==> src/rtl/flash_pkg.sv <==
// Shared definitions for the flash page writer: command encodings and FSM states.
package flash_pkg;

    typedef enum logic [1:0] {
        CMD_NOP   = 2'b00,
        CMD_OPEN  = 2'b01,
        CMD_WRITE = 2'b10,
        CMD_CLOSE = 2'b11
    } cmd_e;

    typedef enum logic [2:0] {
        ST_IDLE,
        ST_READY,
        ST_UNPACK,
        ST_DRAIN,
        ST_BUSY,
        ST_FLUSH,
        ST_DONE
    } state_e;

endpackage

==> src/rtl/flash_page_writer_if.sv <==
// Command/data handshake between the encoder's flash master and this writer.
interface flash_page_writer_if;
    logic [1:0]  m_cmd;
    logic        d_qual;
    logic [31:0] write_data;
    logic [3:0]  write_be;
    logic        s_halt;

    modport master (output m_cmd, d_qual, write_data, write_be, input s_halt);
    modport slave  (input m_cmd, d_qual, write_data, write_be, output s_halt);
endinterface

==> src/rtl/page_ram.sv <==
// Page buffer: one write port, one registered read port (1-cycle latency).
module page_ram #(
    parameter  int unsigned PAGE_BYTES = 256,
    localparam int unsigned AW         = $clog2(PAGE_BYTES)
) (
    input  logic          clk_in,
    input  logic          rst,
    input  logic          we,
    input  logic [AW-1:0] wr_addr,
    input  logic [7:0]    wr_data,
    input  logic          rd_en,
    input  logic [AW-1:0] rd_addr,
    output logic [7:0]    rd_data
);
    logic [7:0] mem [PAGE_BYTES];

    always_ff @(posedge clk_in) begin
        if (we) mem[wr_addr] <= wr_data;
    end

    // Only the read register is reset; stored bytes are left as they are.
    always_ff @(posedge clk_in) begin
        if (rst)        rd_data <= '0;
        else if (rd_en) rd_data <= mem[rd_addr];
    end
endmodule

==> src/rtl/flash_page_writer.sv <==
// Unpacks byte-enabled words MSB-first into a page buffer, streams full/final pages
// to flash one byte per cycle, then waits a fixed program time.
module flash_page_writer
    import flash_pkg::*;
#(
    parameter int unsigned PAGE_BYTES  = 256,
    parameter int unsigned PROG_CYCLES = 16,
    parameter int unsigned FADDR_WIDTH = 24
) (
    input  logic                   clk_in,
    input  logic                   rst,
    flash_page_writer_if.slave     bus,
    output logic                   fl_we,
    output logic [FADDR_WIDTH-1:0] fl_addr,
    output logic [7:0]             fl_data,
    output logic                   fl_busy,
    output logic [FADDR_WIDTH-1:0] file_bytes,
    output logic                   file_done
);
    localparam int unsigned AW = $clog2(PAGE_BYTES);
    localparam int unsigned FW = AW + 1;
    localparam int unsigned CW = $clog2(PROG_CYCLES) + 1;
    localparam logic [FW-1:0] FILL_FULL = FW'(PAGE_BYTES);
    localparam logic [CW-1:0] PROG_LAST = CW'(PROG_CYCLES - 1);

    state_e                 state, state_next;
    logic [31:0]            word_q;
    logic [3:0]             be_left, be_after;
    logic [1:0]             lane;
    logic [7:0]             lane_byte;
    logic [FW-1:0]          fill, fill_inc;
    logic [AW-1:0]          drain_idx, rd_addr;
    logic [CW-1:0]          prog_cnt;
    logic [FADDR_WIDTH-1:0] base;
    logic                   flushing, accept, ram_we, rd_en;

    assign bus.s_halt = (state != ST_IDLE) && (state != ST_READY);
    assign accept     = bus.d_qual && !bus.s_halt && (bus.m_cmd != CMD_NOP);
    assign fill_inc   = fill + FW'(1);

    always_comb begin
        lane = 2'd0;
        if      (be_left[3]) lane = 2'd3;
        else if (be_left[2]) lane = 2'd2;
        else if (be_left[1]) lane = 2'd1;
        lane_byte = word_q[{lane, 3'b000} +: 8];
        be_after  = be_left & ~(4'b0001 << lane);
    end

    always_ff @(posedge clk_in) begin
        if (rst) state <= ST_IDLE;
        else     state <= state_next;
    end

    // The read address leads fl_we by one cycle so registered RAM data lines up with it.
    always_comb begin
        state_next = state;
        ram_we     = 1'b0;
        rd_en      = 1'b0;
        rd_addr    = '0;
        unique case (state)
            ST_IDLE:
                if (accept && bus.m_cmd == CMD_OPEN) state_next = ST_READY;
            ST_READY:
                if (accept) begin
                    if (bus.m_cmd == CMD_WRITE && bus.write_be != 4'b0000) state_next = ST_UNPACK;
                    else if (bus.m_cmd == CMD_CLOSE)                       state_next = ST_FLUSH;
                end
            ST_UNPACK: begin
                ram_we = 1'b1;
                if (fill_inc == FILL_FULL) begin
                    state_next = ST_DRAIN;
                    rd_en      = 1'b1;
                end else if (be_after == 4'b0000) begin
                    state_next = ST_READY;
                end
            end
            ST_DRAIN:
                if (({1'b0, drain_idx} + FW'(1)) < fill) begin
                    rd_en   = 1'b1;
                    rd_addr = drain_idx + AW'(1);
                end else begin
                    state_next = ST_BUSY;
                end
            ST_BUSY:
                if (prog_cnt == PROG_LAST) begin
                    if (be_left != 4'b0000) state_next = ST_UNPACK;
                    else if (flushing)      state_next = ST_DONE;
                    else                    state_next = ST_READY;
                end
            ST_FLUSH: begin
                if (fill != '0) begin
                    state_next = ST_DRAIN;
                    rd_en      = 1'b1;
                end else begin
                    state_next = ST_DONE;
                end
            end
            ST_DONE:  state_next = ST_IDLE;
            default:  state_next = ST_IDLE;
        endcase
    end

    always_ff @(posedge clk_in) begin
        if (rst) begin
            word_q     <= '0;
            be_left    <= '0;
            fill       <= '0;
            drain_idx  <= '0;
            prog_cnt   <= '0;
            base       <= '0;
            flushing   <= 1'b0;
            fl_we      <= 1'b0;
            fl_addr    <= '0;
            fl_busy    <= 1'b0;
            file_bytes <= '0;
            file_done  <= 1'b0;
        end else begin
            fl_we     <= (state_next == ST_DRAIN);
            fl_busy   <= (state_next == ST_BUSY);
            file_done <= (state_next == ST_DONE);
            if (state_next == ST_DRAIN) begin
                fl_addr   <= base + FADDR_WIDTH'(rd_addr);
                drain_idx <= rd_addr;
            end
            if (state == ST_BUSY) prog_cnt <= prog_cnt + CW'(1);
            else                  prog_cnt <= '0;
            case (state)
                ST_IDLE:
                    if (accept && bus.m_cmd == CMD_OPEN) begin
                        fill       <= '0;
                        base       <= '0;
                        file_bytes <= '0;
                        flushing   <= 1'b0;
                    end
                ST_READY:
                    if (accept && bus.m_cmd == CMD_WRITE) begin
                        word_q  <= bus.write_data;
                        be_left <= bus.write_be;
                    end
                ST_UNPACK: begin
                    fill    <= fill_inc;
                    be_left <= be_after;
                end
                ST_BUSY:
                    if (prog_cnt == PROG_LAST) begin
                        base       <= base + FADDR_WIDTH'(fill);
                        file_bytes <= file_bytes + FADDR_WIDTH'(fill);
                        fill       <= '0;
                    end
                ST_FLUSH: flushing <= 1'b1;
                ST_DONE:  flushing <= 1'b0;
                default: ;
            endcase
        end
    end

    page_ram #(.PAGE_BYTES(PAGE_BYTES)) u_page_ram (
        .clk_in  (clk_in),
        .rst     (rst),
        .we      (ram_we),
        .wr_addr (fill[AW-1:0]),
        .wr_data (lane_byte),
        .rd_en   (rd_en),
        .rd_addr (rd_addr),
        .rd_data (fl_data)
    );
endmodule

==> src/flat_wrapper.sv <==
// flat-port wrapper written by rule: the top's interface ports become plain ports
module flash_page_writer_flat import flash_pkg::*;
#(
    parameter int unsigned PAGE_BYTES  = 256,
    parameter int unsigned PROG_CYCLES = 16,
    parameter int unsigned FADDR_WIDTH = 24
)
  (clk_in, rst, fl_we, fl_addr, fl_data, fl_busy, file_bytes, file_done, bus_m_cmd, bus_d_qual, bus_write_data, bus_write_be, bus_s_halt);
  flash_page_writer_if bus_i ();
  input  logic clk_in;
  input  logic rst;
  output logic fl_we;
  output logic [FADDR_WIDTH-1:0] fl_addr;
  output logic [7:0] fl_data;
  output logic fl_busy;
  output logic [FADDR_WIDTH-1:0] file_bytes;
  output logic file_done;
  input wire logic [$bits(bus_i.m_cmd)-1:0] bus_m_cmd;
  input wire logic [$bits(bus_i.d_qual)-1:0] bus_d_qual;
  input wire logic [$bits(bus_i.write_data)-1:0] bus_write_data;
  input wire logic [$bits(bus_i.write_be)-1:0] bus_write_be;
  output wire logic [$bits(bus_i.s_halt)-1:0] bus_s_halt;
  assign bus_i.m_cmd = bus_m_cmd;
  assign bus_i.d_qual = bus_d_qual;
  assign bus_i.write_data = bus_write_data;
  assign bus_i.write_be = bus_write_be;
  assign bus_s_halt = bus_i.s_halt;
  flash_page_writer #(.PAGE_BYTES(PAGE_BYTES), .PROG_CYCLES(PROG_CYCLES), .FADDR_WIDTH(FADDR_WIDTH)) u_core (.clk_in(clk_in), .rst(rst), .bus(bus_i), .fl_we(fl_we), .fl_addr(fl_addr), .fl_data(fl_data), .fl_busy(fl_busy), .file_bytes(file_bytes), .file_done(file_done));
endmodule
==> config.mk <==
export PLATFORM = sky130hd
export DESIGN_NAME = flash_page_writer_flat
export DESIGN_NICKNAME = d
export VERILOG_FILES = /design/src/rtl/flash_pkg.sv /design/src/rtl/flash_page_writer_if.sv /design/src/rtl/page_ram.sv /design/src/rtl/flash_page_writer.sv /design/src/flat_wrapper.sv
export SDC_FILE = /design/constraint.sdc
export NUM_CORES = 2
export LEC_CHECK = 0
export ABC_AREA = 1
export BUFFER_PORTS_ARGS = -buffer_cell sky130_fd_sc_hd__buf_4
export CORE_MARGIN = 1
export CORE_UTILIZATION = 50
export CTS_BUF_LIST = sky130_fd_sc_hd__clkbuf_2
export DETAILED_ROUTE_END_ITERATION = 8
export PLACE_DENSITY = 0.7
export SYNTH_ARGS = -nofsm -noshare
export SYNTH_HDL_FRONTEND = slang
export SYNTH_SLANG_ARGS = --single-unit
==> constraint.sdc <==
create_clock -name clk_in -period 11.3 [get_ports clk_in]
set_clock_uncertainty 0.2 [all_clocks]
set_input_delay 3.39 -clock clk_in [delete_from_list [all_inputs] [get_ports clk_in]]
set_output_delay 3.39 -clock clk_in [all_outputs]
set_load 0.02 [all_outputs]
==> impl_results.md <==
* Status: finished, final reports clean
* Worst setup path class: reg -> reg
* Area growth syn-to-layout at 7.25%
* Place WS at 3.47 ns
* Async SR Flop Fraction at 0%
* Post-Syn Area per Cell at 10.2 µm²
* Initial antenna violation count at 13
* RSZ-0062 raised after global routing: no
* Worst path most repeated cell: nand3_1
* GPL Wtd Cong at 0.928
* Post-synthesis sequential area ratio at 66.4%
* CP startpoint kind: flop
* Max stage delay cell, worst path: nor2_4
* Inst Count DP at 11,700
* Clk buf depth at 4
* Gr usage total at 27.2%
* H-tree depth at 6
* # port buffers at 100
* Post-DR wirelength/cell at 21.5 µm
* P_leak at 43.5 nW
* CTS Buf Count at 561
* Postcts setup bufs at 0
* Multi-input gate area in the final layout at 23,900 µm²
* Final WS setup at 3.25 ns
* Initial DRC count at 8,792
* Number of global-route vias before repair at 68,100
* CTS tree: done
* Netlist Area Pre-Place at 97,000 µm²
* Util after Layout at 54.0%
* Power density over the cells at 135 nW/µm²
* Critical path launch point: u_core.drain_idx[0]$_SDFFE_PP0P_
* Initial Util at 50.4%
* Maximum vdd drop at 86.4 µV
* Slew Limit Fails at 0
* WP data arrival at 9.55 ns
* Worst setup EP type: flop
* Final worst path period share at 71.2%
* Avg Vias per Cell at 5.62
* Post-route DRC at 0
* Rel. slew slack at 16.5%
* Gr ovfl total at 0
* First-pass GRT wire length at 408,000 µm
* TNS Setup at 0 ns
* Synth warnings at 0
* Pin count of the biggest net entering global routing at 217
* Nets at 9,789
* Via count at 70,800
* Die Y at 442 µm
* FF/Latch Area at 64,400 µm²
* Slew of the pin with the lowest slew margin at 1.25 ns
* Clock transition at path regs at 0.11 ns
* HPWL Detailed at 150,000 µm
* Final Non-Filler Cells at 12,600
* Routed WL at 271,000 µm
* Register-to-register setup slack at 3.25 ns
* Clk Latency, worst-skew pair at 1.79 ns
* Drt first pass iters at 8
* Clk sinks at 2,193
* Filler Cell Count at 16,900
* Ys flop type: edfxtp_1
* Final setup vio count at 0
* Net Count, Synth at 9,595
* Root Buffer: clkbuf_2
* Hold_buf cts at 0
* Hold_sp: u_core.prog_cnt[0]$_SDFF_PP0_
* Crit path time final at 8.05 ns
* DIE WIDTH at 442 µm
* Number of routed nets with antenna violations at 0
* Critical path fanouts, max at 198
* FF+latch count, synth at 2,193
* Die area at 196,000 µm²
* RR Startpoint: u_core.drain_idx[0]$_SDFFE_PP0P_
* Post-synth cell types at 51
* Max cap viols at 0
* Crit path largest cell delay at 0.82 ns
* Core Area at 193,000 µm²
* Post-Syn Instances at 9,510
* F_max at 0.124 GHz
* Num ports at 101
* Post-cts sizing count at 0
* Share of cells above drive strength 1 at 10.5%
* Number of core rows at 161
* Final number of hold-violating endpoints at 0
* EDFF count, synth at 2,048
* Worst hold path type: reg -> reg
* Required time of the critical path at 12.80 ns
## logic make-up after synthesis
logic type	synth area share (%)
and+or+nand+nor	20.5
buffers and inverters	9.03
DFF	66.4
AOI/OAI and AO/OA	3.11
adders and majority gates	0.591
xor gates and xnor gates	0.352
## cells in the mapped netlist, types with 2 or more instances
library cell | count | area, µm²
o21ai_2 | 2 | 17.5
o21bai_1 | 7 | 52.6
nor4_1 | 7 | 43.8
ha_1 | 41 | 513
buf_4 | 24 | 180
clkbuf_1 | 262 | 983
fa_1 | 3 | 60.1
nand4_1 | 241 | 1510
xnor2_1 | 4 | 35.0
buf_2 | 225 | 1130
edfxtp_1 | 2048 | 61500
nand3_1 | 1691 | 8460
buf_1 | 57 | 214
dfxtp_1 | 145 | 2900
inv_1 | 1657 | 6220
nand2_1 | 2130 | 8000
nor2_1 | 427 | 1600
clkinv_1 | 4 | 15.0
nor2_4 | 2 | 22.5
a31oi_1 | 7 | 43.8
a211oi_1 | 2 | 15.0
a21oi_1 | 88 | 440
nor3_1 | 25 | 125
o211ai_1 | 246 | 1850
o21ai_0 | 92 | 460
inv_2 | 5 | 18.8
o221ai_1 | 4 | 35.0
or2_2 | 4 | 25.0
nor3b_1 | 4 | 30.0
xor2_1 | 35 | 307
## state kept, by name, indices dropped and copies added (netlist names)
name and cells:
u_core.file_done 1, u_core.u_page_ram.rd_data 8, u_core.u_page_ram.mem 2048, u_core.be_left 4, u_core.word_q 32, u_core.prog_cnt 5, u_core.fl_busy 1, u_core.base 24
u_core.state 3, u_core.fl_we 1, u_core.fl_addr 24, u_core.drain_idx 8, u_core.file_bytes 24, u_core.flushing 1, u_core.fill 9
## critical path, delay by kind of cell (launching register included)
| family | cells | cell delay, ns |
|---|---|---|
| buf+inv | 8 | 2.97 |
| xor+xnor | 1 | 0.20 |
| fa+ha+maj | 1 | 0.27 |
| simple gates | 17 | 3.56 |
| compound gates | 1 | 0.14 |
| flops | 1 | 0.41 |
## power breakdown
part	leakage [nW]	total, mW	switching [mW]	internal, mW
sequential	18.6	8.77	0.00270	8.76
combinational	21.2	0.139	0.114	0.0250
clock	3.61	5.17	3.15	2.01
total	43.5	14.1	3.27	10.8
## layout by cell type (no fill, tap or decap), types with 25 or more instances in the layout
cell type     n
nand2_1    2128
edfxtp_1   2048
nand3_1    1689
inv_1      1654
clkbuf_2    794
nor2_1      423
o211ai_1    246
nand4_1     241
buf_4       187
dfxtp_1     145
o21ai_0      92
a21oi_1      88
clkinv_1     85
ha_1         41
xor2_1       35
nor3_1       25
## worst paths after layout
check                                         endpoint  depth (start not counted)
max          u_core.u_page_ram.rd_data[0]$_SDFFE_PP0P_                         28
min                      u_core.prog_cnt[0]$_SDFF_PP0_                          1
max reg2reg  u_core.u_page_ram.rd_data[0]$_SDFFE_PP0P_                         28
min reg2reg              u_core.prog_cnt[0]$_SDFF_PP0_                          1
## area by class of cell
class                      count  share of cell area (%)
clock inverter               110                   0.580
inverter                    1666                    6.04
multi-input combinational   5083                    23.0
sequential                  2193                    61.9
tap                         2526                    3.04
clock buffer                 794                    3.82
antenna                       22                  0.0529
timing repair buffer         199                    1.58
## per-layer routing
metal	vias to the layer above	global-route usage, %	wire length (µm)	share of wire [%]
li1	32400	-	-	-
met3	698	6.23	29200	11
met1	33600	36.1	105000	39
met4	2	14.5	12700	4.7
met5	-	0	19	0.0070
met2	4078	41.7	124000	46
## per-stage QoR
step | hold slack, ns | power (mW) | cell area (µm²)
2_1_floorplan | 0.218 | 9.04 | 97000
3_3_place_gp | 0.229 | 9.08 | 99400
3_5_place_dp | 0.240 | 9.09 | 99400
4_1_cts | 0.255 | 14.1 | 104000
5_1_grt | 0.292 | 14.5 | 104000
6_report | 0.256 | 14.1 | 104000
Note: power is estimated with default switching activity, not from simulation.
